## src/rtl/sce_fet_ctrl.sv

```systemverilog
// ---------------------------------------------------------------------------
// sce_fet_ctrl : fetch sequencer for the SCE core.
//
// Owns the program counter, issues one read at a time to instruction memory,
// buffers returned instructions in a 2-entry {instr, pc} queue and presents
// the queue head to decode with a valid/accept handshake. A redirect flushes
// the queue, reloads the PC and discards any response still in flight.
//
// Optional build macro:
//   SCE_FET_PERF_CNT_EN - adds FET_CNT, a saturating count of instructions
//                         accepted by decode.
// ---------------------------------------------------------------------------
module sce_fet_ctrl #(
  parameter int              AW          = 32,
  parameter int              DW          = 32,
  parameter logic [AW-1:0]   BOOT_ADDR   = '0,
  parameter int              INSTR_BYTES = 4
) (
  input  logic          CLK,
  input  logic          RST,
  input  logic          START,
  input  logic          HALT,
  input  logic          RDR_VLD,
  input  logic [AW-1:0] RDR_ADDR,
  output logic          MEM_REQ,
  output logic [AW-1:0] MEM_ADDR,
  input  logic          MEM_GNT,
  input  logic          MEM_RVLD,
  input  logic [DW-1:0] MEM_RDATA,
  output logic          FET2DEC_VLD,
  output logic [DW-1:0] FET2DEC_INSTR,
  output logic [AW-1:0] FET2DEC_PC,
  input  logic          DEC2FET_VLD,
  output logic          BUSY
`ifdef SCE_FET_PERF_CNT_EN
  ,
  output logic [31:0]   FET_CNT
`endif
);

  localparam logic [AW-1:0] PC_INC = AW'(INSTR_BYTES);

  // HOLD is the decision point between transactions; DROP waits out a
  // response that was orphaned by a redirect.
  typedef enum logic [2:0] {
    ST_IDLE,
    ST_HOLD,
    ST_REQ,
    ST_WAIT,
    ST_DROP
  } state_t;

  state_t        r_state;
  state_t        w_state_nxt;
  logic [AW-1:0] r_pc;
  logic [AW-1:0] w_pc_nxt;
  logic [AW-1:0] r_pend_pc;
  logic [AW-1:0] w_pend_nxt;

  // Queue storage and control
  logic [DW-1:0] r_q_instr [2];
  logic [AW-1:0] r_q_pc    [2];
  logic          r_wr_ptr;
  logic          r_rd_ptr;
  logic [1:0]    r_count;

  logic          w_q_vld;
  logic          w_room;
  logic          w_push;
  logic          w_pop;
  logic          w_flush;

  assign w_q_vld = (r_count != 2'd0);
  assign w_room  = (r_count < 2'd2);
  assign w_pop   = w_q_vld & DEC2FET_VLD;
  // A redirect outranks everything: it empties the queue and suppresses the
  // push of a response that lands in the same cycle.
  assign w_flush = RDR_VLD & (r_state != ST_IDLE);
  assign w_push  = (r_state == ST_WAIT) & MEM_RVLD & ~RDR_VLD;

  // Next-state, next-PC and pending-PC selection
  always_comb begin
    // NOTE: every variable gets a default first so no path leaves it unassigned (no latch).
    w_state_nxt = r_state;
    w_pc_nxt    = r_pc;
    w_pend_nxt  = r_pend_pc;

    // A redirect reloads the PC in every state, IDLE included.
    if (RDR_VLD) w_pc_nxt = RDR_ADDR;

    unique case (r_state)
      ST_IDLE: begin
        if (START) w_state_nxt = ST_HOLD;
      end

      ST_HOLD: begin
        if (!RDR_VLD) begin
          if (w_room && !HALT)        w_state_nxt = ST_REQ;
          else if (HALT && !w_q_vld)  w_state_nxt = ST_IDLE;
        end
      end

      ST_REQ: begin
        // The request is never withdrawn by HALT; only a redirect before the
        // grant may cancel it.
        if (MEM_GNT) begin
          w_pend_nxt = r_pc;
          if (RDR_VLD) begin
            w_state_nxt = ST_DROP;
          end else begin
            w_state_nxt = ST_WAIT;
            w_pc_nxt    = r_pc + PC_INC;
          end
        end else if (RDR_VLD) begin
          w_state_nxt = ST_HOLD;
        end
      end

      ST_WAIT: begin
        if (RDR_VLD)       w_state_nxt = MEM_RVLD ? ST_HOLD : ST_DROP;
        else if (MEM_RVLD) w_state_nxt = ST_HOLD;
      end

      ST_DROP: begin
        if (MEM_RVLD) w_state_nxt = ST_HOLD;
      end

      default: w_state_nxt = ST_IDLE;
    endcase
  end

  // State, PC and pending-PC registers
  always_ff @(posedge CLK or posedge RST) begin
    // NOTE: sequential state uses non-blocking assignments so every register samples pre-edge values.
    if (RST) begin
      r_state   <= ST_IDLE;
      r_pc      <= BOOT_ADDR;
      r_pend_pc <= BOOT_ADDR;
    end else begin
      r_state   <= w_state_nxt;
      r_pc      <= w_pc_nxt;
      r_pend_pc <= w_pend_nxt;
    end
  end

  // Queue pointers and occupancy
  always_ff @(posedge CLK or posedge RST) begin
    if (RST) begin
      r_wr_ptr <= 1'b0;
      r_rd_ptr <= 1'b0;
      r_count  <= 2'd0;
    end else if (w_flush) begin
      r_wr_ptr <= 1'b0;
      r_rd_ptr <= 1'b0;
      r_count  <= 2'd0;
    end else begin
      if (w_push) r_wr_ptr <= ~r_wr_ptr;
      if (w_pop)  r_rd_ptr <= ~r_rd_ptr;
      unique case ({w_push, w_pop})
        2'b10:   r_count <= r_count + 2'd1;
        2'b01:   r_count <= r_count - 2'd1;
        default: r_count <= r_count;
      endcase
    end
  end

  // Queue entry storage, written on push only
  always_ff @(posedge CLK) begin
    // NOTE: entry storage has no reset; the head outputs are forced to zero while the queue is empty.
    if (w_push) begin
      r_q_instr[r_wr_ptr] <= MEM_RDATA;
      r_q_pc[r_wr_ptr]    <= r_pend_pc;
    end
  end

  assign MEM_REQ       = (r_state == ST_REQ);
  assign MEM_ADDR      = r_pc;
  assign FET2DEC_VLD   = w_q_vld;
  assign FET2DEC_INSTR = w_q_vld ? r_q_instr[r_rd_ptr] : '0;
  assign FET2DEC_PC    = w_q_vld ? r_q_pc[r_rd_ptr]    : '0;
  assign BUSY          = (r_state != ST_IDLE) | w_q_vld;

`ifdef SCE_FET_PERF_CNT_EN
  logic [31:0] r_fet_cnt;

  // Saturating count of decode handshakes; redirects do not touch it
  always_ff @(posedge CLK or posedge RST) begin
    if (RST)                                r_fet_cnt <= '0;
    else if (w_pop && (r_fet_cnt != '1))    r_fet_cnt <= r_fet_cnt + 32'd1;
  end

  assign FET_CNT = r_fet_cnt;
`endif

endmodule

```

## config.mk

```make
export PLATFORM = sky130hd
export DESIGN_NAME = sce_fet_ctrl
export DESIGN_NICKNAME = d
export VERILOG_FILES = /design/src/rtl/sce_fet_ctrl.sv
export SDC_FILE = /design/constraint.sdc
export NUM_CORES = 1
export LEC_CHECK = 0
export CAP_MARGIN = 20
export CORE_ASPECT_RATIO = 1.25
export CORE_MARGIN = 3
export CORE_UTILIZATION = 40
export CTS_CLUSTER_SIZE = 10
export DETAILED_ROUTE_END_ITERATION = 10
export GPL_TIMING_DRIVEN = 0
export PLACE_DENSITY = 0.74
export REMOVE_ABC_BUFFERS = 1
export SETUP_SLACK_MARGIN = 0.1
export SYNTH_ARGS = -nofsm -noshare
export SYNTH_HDL_FRONTEND = slang
export SYNTH_SLANG_ARGS = --single-unit
```

## constraint.sdc

```tcl
create_clock -name CLK -period 13.75 [get_ports CLK]
set_clock_uncertainty 0.15 [all_clocks]
set_input_delay 2.75 -clock CLK [delete_from_list [all_inputs] [get_ports CLK]]
set_output_delay 2.75 -clock CLK [all_outputs]
set_load 0.01 [all_outputs]
```

==> results.tsv <==
metric	value	unit
status	finished clean	
synth_edf_count	128	
drt_iter0_markers	351	
dr_wl_met2	9770	um
root_buffer	clkbuf_16	
antenna_found_initial	1	
mappedNetlistArea	0.00833	mm^2
synth_top_family_by_area	simple AND/OR/NAND/NOR gates	
cp_slowest_cell	nor2_4	
synth_top_area_share	46.1	%
fin_setup_tns	0	ns
grt_max_degree	49	
cts_buffer_depth	2	
final_nets	895	
postCtsHoldBufs	0	
drt_first_pass_iters	5	
synthAdderAreaFrac	0.150	%
worstMarginPinSlew	0.868	ns
slew_violations	0	
drv_cap	0	
synth_top_area_cell	edfxtp_1	
grt_first_pass_wirelength	30000	um
maxSlewHeadroom	42.0	%
crit_chain	nor2_4 > buf_12 > nor2_1 > clkdlybuf4s50_1	
final-setup-viol-count	0	
clkLatencyLatePin	0.43	ns
synth.avg_cell_area	12.7	um^2
final_antenna_net_count	0	
yosys_warnings	0	
synth_area_leaders	edfxtp_1 (46%), dfrtp_1 (21%), mux2i_1 (11%)	
grt.total_usage	16.9	%
cts_tree	done	
cts.htree.levels	4	
drive_gt1_share	6.11	%
pre_cts_slack	7.92	ns
crit_path_end_kind	primary output	
overflow	0	
initial_core_util	41.0	%
ys_types	43	
critPathKind	flop to primary output	
ys_seq_elements	199	
pin_count	171	
finalCritPeriodShare	39.4	%
crit_arrival	2.52	ns
synth-main-ff-cell	edfxtp_1	
hpwlAfterDp	12800	um
wl_per_cell	17.0	um
via_per_inst	5.00	
post-route-util	54.0	%
p_leak	4.02	nW
peakVddDrop	91.7	uV
synth_cells	658	
yosys.cell_count.top_type	edfxtp_1	
wl_met1	7850	um
top_layer	met4	
slowest_delay	0.71	ns
wl_met3	878	um
synth-xor-area-share	1.37	%
clk_pin_slew	0.07	ns
fmax	185	MHz
rsz0062_at_grt	false	
worstPathMaxFanout	35	
cellPowerDensity	156	mW/mm^2
rr_startpoint	r_state[2]	
die-area	0.0226	mm^2
die_x	135	um
io_buffers	170	
fin_crit	5.42	ns
synth_commonest_cells	edfxtp_1 (128), nand2_1 (119), mux2i_1 (88)	
crit_required	10.85	ns
crit_start	r_count[0]	
muxShareOfSynthArea	11.0	%
cp-start-kind	flop	
synthSimpleGateAreaFrac	14.7	%
min-delay-start	r_pend_pc[5]	
synth_compound_area_share	3.00	%
clkSinkCount	199	
routabilityCongestion	0.760	
die_h	167	um
routed_wl	18800	um
synth_async_sr_flop_share	35.7	%
cts_resized	0	
finalHoldViolCount	0	
min_path_type	flop to flop	
cts_buffers	17	
drc_errors	0	
fin_ws	8.33	ns
rows	58	
core_area	0.0203	mm^2
grt_pass1_vias	5575	
post_cts_buffers	0	
yosysSeqAreaShare	67.5	%
vias	5530	
syn_to_final_growth	31.8	%
worst paths after layout:
path | cells after the start | to | slack [ns]
worst max register to register | 5 | MEM_ADDR[20] | 11.25
worst max-delay path | 4 | FET2DEC_PC[14] | 8.33
worst min-delay path | 0 | r_q_pc[1][5] | 0.31
worst min register to register | 0 | r_q_pc[1][5] | 0.31
min in group asynchronous | 2 | r_pend_pc[2] | 2.50
max in group asynchronous | 3 | r_pend_pc[29] | 10.38
registers in the layout, indices dropped and copies added (netlist names):
| name | count |
|---|---|
| r_state | 3 |
| r_pend_pc | 32 |
| r_rd_ptr | 1 |
| r_q_instr | 64 |
| MEM_ADDR | 32 |
| r_q_pc | 64 |
| r_count | 2 |
| r_wr_ptr | 1 |
routing by layer:
metal / vias to the layer above / global-route usage [%]
met4: 0 / 5.92
met2: 150 / 30.0
met5: - / 0
li1: 2680 / -
met1: 2680 / 20.5
met3: 20 / 3.49
logic make-up (layout without fill, tap and decap cells):
group / Yosys count / after routing
fa+ha+maj: 1 / 1
buf+inv: 41 / 218
mux: 91 / 91
xor+xnor: 13 / 13
compound gates: 42 / 42
other cells: 0 / 1
flops: 199 / 199
simple gates: 271 / 271
cells in the final DEF (no fill, tap or decap), types with 4 or more instances in the layout:
cell type	instances
buf_12	6
inv_1	5
nand2_1	119
clkbuf_1	4
nand4_1	13
nand3_1	17
clkbuf_16	18
xor2_1	6
edfxtp_1	128
a21oi_1	6
dfrtp_1	70
or4_1	4
nor3_1	10
nor2_1	77
o21ai_0	19
and4_1	5
xnor2_1	7
and3_1	5
nor4_1	4
a31oi_1	5
clkdlybuf4s50_1	169
mux2i_1	88
area by class of cell:
| cell class | instances | area, um^2 |
|---|---|---|
| Inverter | 7 | 28.8 |
| Tap cell | 270 | 338 |
| Timing Repair Buffer | 179 | 1880 |
| Clock inverter | 9 | 87.6 |
| Sequential cell | 199 | 5620 |
| Fill cell | 1722 | 9340 |
| Multi-Input combinational cell | 418 | 2540 |
| Antenna cell | 1 | 2.50 |
| Clock buffer | 23 | 479 |
per-stage QoR:
stage	total power [W]	instance area (um^2)	std cells	hold slack [ns]
6_report	0.00172	11000	1106	0.311
2_1_floorplan	0.00104	8170	624	0.292
5_1_grt	0.00180	11000	1106	0.328
3_3_place_gp	0.00126	10200	1064	0.298
4_1_cts	0.00174	11000	1104	0.315
3_5_place_dp	0.00126	10400	1072	0.304
where the power goes:
group          leakage, nW  internal [W]  total (W)  switching (W)
Sequential            2.03      0.000730   0.000812      0.0000814
Combinational         1.71      0.000225   0.000427       0.000202
Clock                0.274      0.000267   0.000478       0.000211
Total                 4.02       0.00122    0.00172       0.000494
worst max-delay path, delay by kind of cell (launching register included):
| kind | cells | cell delay [ns] |
|---|---|---|
| and+or+nand+nor | 2 | 0.78 |
| DFF | 1 | 0.46 |
| buffers and inverters | 2 | 0.84 |
(Power assumes the default switching activity.)
